File: src/rtl/proc_pkg.sv
`default_nettype none
// ============================================================================
//  Module      : proc_pkg
//  Description : Shared constants and fill-state encoding for the
//                instruction-cache line-fill responder.
//  Revision    : 1.0 - initial release
// ============================================================================
package proc_pkg;

    localparam int ADDR_W     = 10;                  // 1024-word program RAM
    localparam int DATA_W     = 32;                  // instruction word
    localparam int LINE_WORDS = 8;                   // words per cache line
    localparam int OFFS_W     = $clog2(LINE_WORDS);  // word offset within a line

    typedef enum logic [1:0] {
        IDLE  = 2'd0,
        ISSUE = 2'd1,
        DRAIN = 2'd2
    } fill_state_t;

endpackage
`default_nettype wire

File: src/rtl/rsp_fifo.sv
`default_nettype none
// ============================================================================
//  Module      : rsp_fifo
//  Description : Two-entry response buffer holding {last,index,data} words
//                returned from program RAM until the cache accepts them.
//  Revision    : 1.0 - initial release
// ============================================================================
module rsp_fifo
    import proc_pkg::*;
#(
    parameter int WIDTH = 1 + OFFS_W + DATA_W
) (
    input  logic             clk,
    input  logic             Reset,
    input  logic             push,
    input  logic [WIDTH-1:0] push_data,
    input  logic             pop,
    output logic [WIDTH-1:0] head_data,
    output logic [1:0]       count
);

    logic [WIDTH-1:0] r_mem [2];
    logic             r_wr_ptr;
    logic             r_rd_ptr;
    logic [1:0]       r_count;

    // Storage, pointers and occupancy; push and pop in one cycle leave the count unchanged.
    always_ff @(posedge clk or negedge Reset) begin
        if (!Reset) begin
            r_mem[0] <= '0;
            r_mem[1] <= '0;
            r_wr_ptr <= 1'b0;
            r_rd_ptr <= 1'b0;
            r_count  <= 2'd0;
        end else begin
            if (push) begin
                r_mem[r_wr_ptr] <= push_data;
                r_wr_ptr        <= ~r_wr_ptr;
            end
            if (pop) begin
                r_rd_ptr <= ~r_rd_ptr;
            end
            case ({push, pop})
                2'b10:   r_count <= r_count + 2'd1;
                2'b01:   r_count <= r_count - 2'd1;
                default: r_count <= r_count;
            endcase
        end
    end

    assign head_data = r_mem[r_rd_ptr];
    assign count     = r_count;

endmodule
`default_nettype wire

File: src/rtl/line_fill_responder.sv
`default_nettype none
// ============================================================================
//  Module      : line_fill_responder
//  Description : Serves one instruction-cache line refill at a time: reads the
//                line from synchronous program RAM critical-word-first and
//                streams the words back under valid/ready backpressure.
//  Revision    : 1.0 - initial release
// ============================================================================
module line_fill_responder #(
    parameter int ADDR_W     = proc_pkg::ADDR_W,
    parameter int DATA_W     = proc_pkg::DATA_W,
    parameter int LINE_WORDS = proc_pkg::LINE_WORDS
) (
    input  logic                          clk,
    input  logic                          Reset,
    input  logic                          req_valid,
    output logic                          req_ready,
    input  logic [ADDR_W-1:0]             req_addr,
    output logic                          mem_rd_en,
    output logic [ADDR_W-1:0]             mem_addr,
    input  logic [DATA_W-1:0]             mem_rdata,
    output logic                          rsp_valid,
    input  logic                          rsp_ready,
    output logic [DATA_W-1:0]             rsp_data,
    output logic [$clog2(LINE_WORDS)-1:0] rsp_index,
    output logic                          rsp_last
);

    import proc_pkg::*;

    localparam int c_OFFS_W    = $clog2(LINE_WORDS);
    localparam int c_LINE_W    = ADDR_W - c_OFFS_W;
    localparam int c_PAYLOAD_W = 1 + c_OFFS_W + DATA_W;

    fill_state_t            r_state;
    fill_state_t            w_next_state;
    logic [c_LINE_W-1:0]    r_line;          // line base, offset bits dropped
    logic [c_OFFS_W-1:0]    r_offs;          // offset of the next word to read
    logic [c_OFFS_W-1:0]    r_issue_cnt;     // reads issued so far in this line
    logic                   r_inflight;      // RAM data arrives this cycle
    logic [c_OFFS_W-1:0]    r_inflight_offs;
    logic                   r_inflight_last;
    logic                   w_issue;
    logic                   w_pop;
    logic                   w_last_issue;
    logic                   w_head_last;
    logic [1:0]             w_fifo_count;
    logic [2:0]             w_level;
    logic [c_PAYLOAD_W-1:0] w_head;

    assign req_ready    = (r_state == IDLE);
    assign w_pop        = rsp_valid && rsp_ready;
    assign w_last_issue = (r_issue_cnt == c_OFFS_W'(LINE_WORDS - 1));
    assign w_head_last  = w_head[c_PAYLOAD_W-1];

    // Words buffered plus the one in flight, net of this cycle's pop: a read
    // is only launched when the FIFO is guaranteed a free slot for its data.
    assign w_level = 3'(w_fifo_count) + 3'(r_inflight) - 3'(w_pop);

    // Fill-state register.
    always_ff @(posedge clk or negedge Reset) begin
        if (!Reset) begin
            r_state <= IDLE;
        end else begin
            r_state <= w_next_state;
        end
    end

    // Next-state decode and RAM read strobe.
    always_comb begin
        w_next_state = r_state;
        w_issue      = 1'b0;
        case (r_state)
            IDLE: begin
                if (req_valid) begin
                    w_next_state = ISSUE;
                end
            end
            ISSUE: begin
                w_issue = (w_level < 3'd2);
                if (w_issue && w_last_issue) begin
                    w_next_state = DRAIN;
                end
            end
            DRAIN: begin
                if (w_pop && w_head_last) begin
                    w_next_state = IDLE;
                end
            end
            default: w_next_state = IDLE;
        endcase
    end

    assign mem_rd_en = w_issue;
    // Offset wraps inside the line, so the address never leaves its line.
    assign mem_addr  = w_issue ? {r_line, r_offs} : '0;

    // Request capture, wrapping offset counter and in-flight read tracking.
    always_ff @(posedge clk or negedge Reset) begin
        if (!Reset) begin
            r_line          <= '0;
            r_offs          <= '0;
            r_issue_cnt     <= '0;
            r_inflight      <= 1'b0;
            r_inflight_offs <= '0;
            r_inflight_last <= 1'b0;
        end else begin
            if (req_valid && req_ready) begin
                r_line      <= req_addr[ADDR_W-1:c_OFFS_W];
                r_offs      <= req_addr[c_OFFS_W-1:0];
                r_issue_cnt <= '0;
            end else if (w_issue) begin
                r_offs      <= r_offs + c_OFFS_W'(1);
                r_issue_cnt <= r_issue_cnt + c_OFFS_W'(1);
            end
            r_inflight      <= w_issue;
            r_inflight_offs <= r_offs;
            r_inflight_last <= w_last_issue;
        end
    end

    rsp_fifo #(
        .WIDTH (c_PAYLOAD_W)
    ) u_rsp_fifo (
        .clk       (clk),
        .Reset     (Reset),
        .push      (r_inflight),
        .push_data ({r_inflight_last, r_inflight_offs, mem_rdata}),
        .pop       (w_pop),
        .head_data (w_head),
        .count     (w_fifo_count)
    );

    assign rsp_valid = (w_fifo_count != 2'd0);
    assign rsp_data  = w_head[DATA_W-1:0];
    assign rsp_index = w_head[DATA_W +: c_OFFS_W];
    assign rsp_last  = rsp_valid && w_head_last;

endmodule
`default_nettype wire

File: config.mk
export PLATFORM = sky130hd
export DESIGN_NAME = line_fill_responder
export DESIGN_NICKNAME = d
export VERILOG_FILES = /design/src/rtl/proc_pkg.sv /design/src/rtl/rsp_fifo.sv /design/src/rtl/line_fill_responder.sv
export SDC_FILE = /design/constraint.sdc
export NUM_CORES = 1
export LEC_CHECK = 0
export CORE_MARGIN = 2
export CORE_UTILIZATION = 55
export DETAILED_ROUTE_END_ITERATION = 8
export HOLD_SLACK_MARGIN = 0.08
export PLACE_DENSITY = 0.85
export SLEW_MARGIN = 20
export SYNTH_ARGS = -nofsm -noshare
export SYNTH_HDL_FRONTEND = slang
export SYNTH_SLANG_ARGS = --single-unit
File: constraint.sdc
create_clock -name clk -period 5.6 [get_ports clk]
set_input_delay 1.12 -clock clk [delete_from_list [all_inputs] [get_ports clk]]
set_output_delay 1.12 -clock clk [all_outputs]
set_load 0.01 [all_outputs]
==> impl_metrics.csv <==
group,metric,value,unit
clocking,clockBufferDepth,2,
clocking,cts.sinks,96,
setup_path,cp-end-kind,"primary output",
global_route,antenna_found_initial,0,
floorplan,die-area,8810,µm²
setup_path,crit_top_cell,"clkdlybuf4s50_1",
timing,tns,0,ns
synthesis,ys_ff_latch,96,
clocking,cts_max_level,3,
setup_path,reg2regPathDepth,7,
place,port_buffers,94,
clocking,cts_tree,"built",
setup_path,path_cells,"clkdlybuf4s50_1, and3b_1, a21oi_1, nand2b_1, fa_1, xnor2_2, and3_2, clkdlybuf4s50_1",
synthesis,ys_seq_area_share,54.1,%
timing,fmax,201,MHz
finish,syn2layout_area_growth,27.0,%
floorplan,coreArea,7770,µm²
global_route,grt_overflow,0,
timing,fin_skew,0.0103,ns
power_and_ir_drop,power,3.83,mW
synthesis,ys_types,41,
setup_path,worstSetupPathType,"in -> out",
run_status,status,"completed",
clocking,ctsRootBufferMaster,"clkbuf_8",
clocking,cts_buffers,9,
timing,worst_slew_pin_slew,0.938,ns
clocking,ctsHoldBuffers,0,
clocking,post_cts_buffers,0,
floorplan,fp-row-count,32,
setup_path,crit_slowest_cell,"clkdlybuf4s50_1",
synthesis,synth.avg_cell_area,15.1,µm²
synthesis,syn_nets,344,
finish,layout_common_cells,"95 x dfrtp_1, 93 x clkdlybuf4s50_1, 78 x mux2_2",
finish,diodes,0,
timing,fin_crit,4.96,ns
finish,drive_gt1_share,36.9,%
floorplan,initial_core_util,57.2,%
clocking,worstSkewPairLatency,0.36,ns
floorplan,die_y,93.9,µm
drt,drtIter0Drc,63,
global_route,grt_max_degree,53,
drt,drc,0,
global_route,grt_util_met2,31.8,%
timing,slew_headroom,37.2,%
floorplan,die_w,93.9,µm
synthesis,syn-instance-count,294,
drt,vias,2626,
timing,finalSetupViolCount,0,
finish,mostFrequentLayoutCell,"dfrtp_1",
synthesis,synthArstFlopShare,100,%
global_route,top_usage_layer,"met2",
hold_path,hp-class,"reg -> reg",
drt,wl,8380,µm
timing,timing.final.hold_violations,0,
timing,rsz0062_at_grt,"false",
hold_path,min_path_cells,0,
power_and_ir_drop,leakage,2.44,nW
synthesis,synth_edf_count,0,
power_and_ir_drop,ir_drop,0.485,mV
floorplan,top_level_ports,95,
synthesis,yosys_warnings,0,
finish,finalNetCount,435,
run,cap_violations,0,
place,post-dp-hpwl,5520,µm
clocking,cts_resized,0,
global_route,groute.layer.met3.usage,5.30,%
drt,firstDrtPassIters,4,
global_route,grt_pass1_vias,2779,
setup_path,crit_path_start_kind,"input port",
global_route,track_usage,20.0,%
drt,vias_per_cell,5.34,
synthesis,synth_area,4440,µm²
clocking,path_clk_slew,0.09,ns
setup_path,cpPeakStageDelay,0.54,ns
global_route,grt_pass1_wl,13600,µm
timing,timing.final.crit_share,88.6,%
setup_path,arrival,3.84,ns
setup_path,cp.required,4.48,ns
synthesis,synth_ff_type,"dfrtp_1",
drt,wire_per_inst,17.0,µm
drt,postRouteAntennaNets,0,
place,gp_congestion,0.824,
global_route,gr-usage-met1,27.0,%
setup_path,worstPathMaxFanout,15,
power_and_ir_drop,powerDensity,679,nW/µm²
timing,maxSlewViolCount,0,
==> stage by stage <==
stage	hold slack [ns]	instance area [µm²]	setup WS, ns	util (%)	cells
after detailed placement	0.443	5390	0.630	69.4	476
after floorplan	0.391	4440	1.79	-	294
final	0.455	5640	0.637	72.6	492
after CTS	0.464	5640	0.622	72.6	492
after global routing	0.488	5640	0.440	72.6	492
after global placement	0.440	5390	0.669	69.4	476
==> final cells by class <==
class,instances,area [µm²]
flip-flops and latches,96,2400
clock inverters,5,103
inverters,4,15.0
multi-input cells,178,1890
well taps,102,128
repair buffers,96,953
fillers,547,2120
clock buffers,11,151
==> worst max-delay path, delay by kind of cell <==
kind / cells / cell delay [ns]
xor+xnor: 1 / 0.49
compound gates: 1 / 0.07
buf+inv: 2 / 1.04
fa+ha+maj: 1 / 0.46
simple gates: 3 / 0.66
==> registers in the layout, summed over array words and instances, names as in the netlist <==
signal	count
r_inflight	1
r_inflight_last	1
r_inflight_offs	3
r_issue_cnt	3
r_line	7
r_offs	3
r_state	2
u_rsp_fifo.count	2
u_rsp_fifo.r_mem	72
u_rsp_fifo.r_rd_ptr	1
u_rsp_fifo.r_wr_ptr	1
==> path summary, 6_finish.rpt <==
kind | startpoint | end | slack [ns]
hold / removal | r_offs[1]$_DFFE_PN0P_ | r_inflight_offs[1]$_DFF_PN0_ | 0.46
min in group asynchronous | Reset | u_rsp_fifo.r_mem[65]$_DFFE_PN0P_ | 0.75
setup / recovery | rsp_ready | mem_addr[9] | 0.64
hold reg to reg | r_offs[1]$_DFFE_PN0P_ | r_inflight_offs[1]$_DFF_PN0_ | 0.46
max in group asynchronous | Reset | u_rsp_fifo.r_mem[39]$_DFFE_PN0P_ | 3.78
setup reg to reg | u_rsp_fifo.count[1]$_DFFE_PN0P_ | r_offs[1]$_DFFE_PN0P_ | 2.97
==> cells in the mapped netlist, types with 2 or more instances <==
library cell  count  area (µm²)
dfrtp_1          96        2400
mux2_4           30         450
nand2b_1          2        12.5
mux2_2           78         878
nand2_1           6        22.5
nand3_1           2        10.0
nor3_1            4        20.0
buf_6             9         101
inv_1             4        15.0
o21ai_0           3        15.0
nor2_1            5        18.8
xnor2_1           2        17.5
ha_1              3        37.5
clkbuf_1          2        7.51
and3_2            7        52.6
mux2_1            7        78.8
and3_1            4        25.0
a21oi_1           4        20.0
buf_2             4        20.0
==> layer usage <==
| metal | vias up | part of all wire, % |
|---|---|---|
| met4 | 0 | 1.2 |
| li1 | 1225 | - |
| met5 | - | 0 |
| met2 | 67 | 49 |
| met3 | 7 | 5.2 |
| met1 | 1327 | 45 |
==> power breakdown <==
part | switching, mW | internal, mW | leakage, nW
clock | 0.232 | 0.320 | 0.126
sequential | 0.268 | 1.05 | 1.13
combinational | 0.720 | 1.24 | 1.18
total | 1.22 | 2.61 | 2.44
==> cells by family after synthesis <==
family	Yosys count	synth area share, %
muxes	116	31.9
DFF	96	54.1
and+or+nand+nor	40	5.80
buffers and inverters	20	3.41
AOI/OAI and AO/OA	13	2.20
xor gates and xnor gates	5	1.32
adders and majority gates	4	1.30
Power figures use the tool's default switching activity.
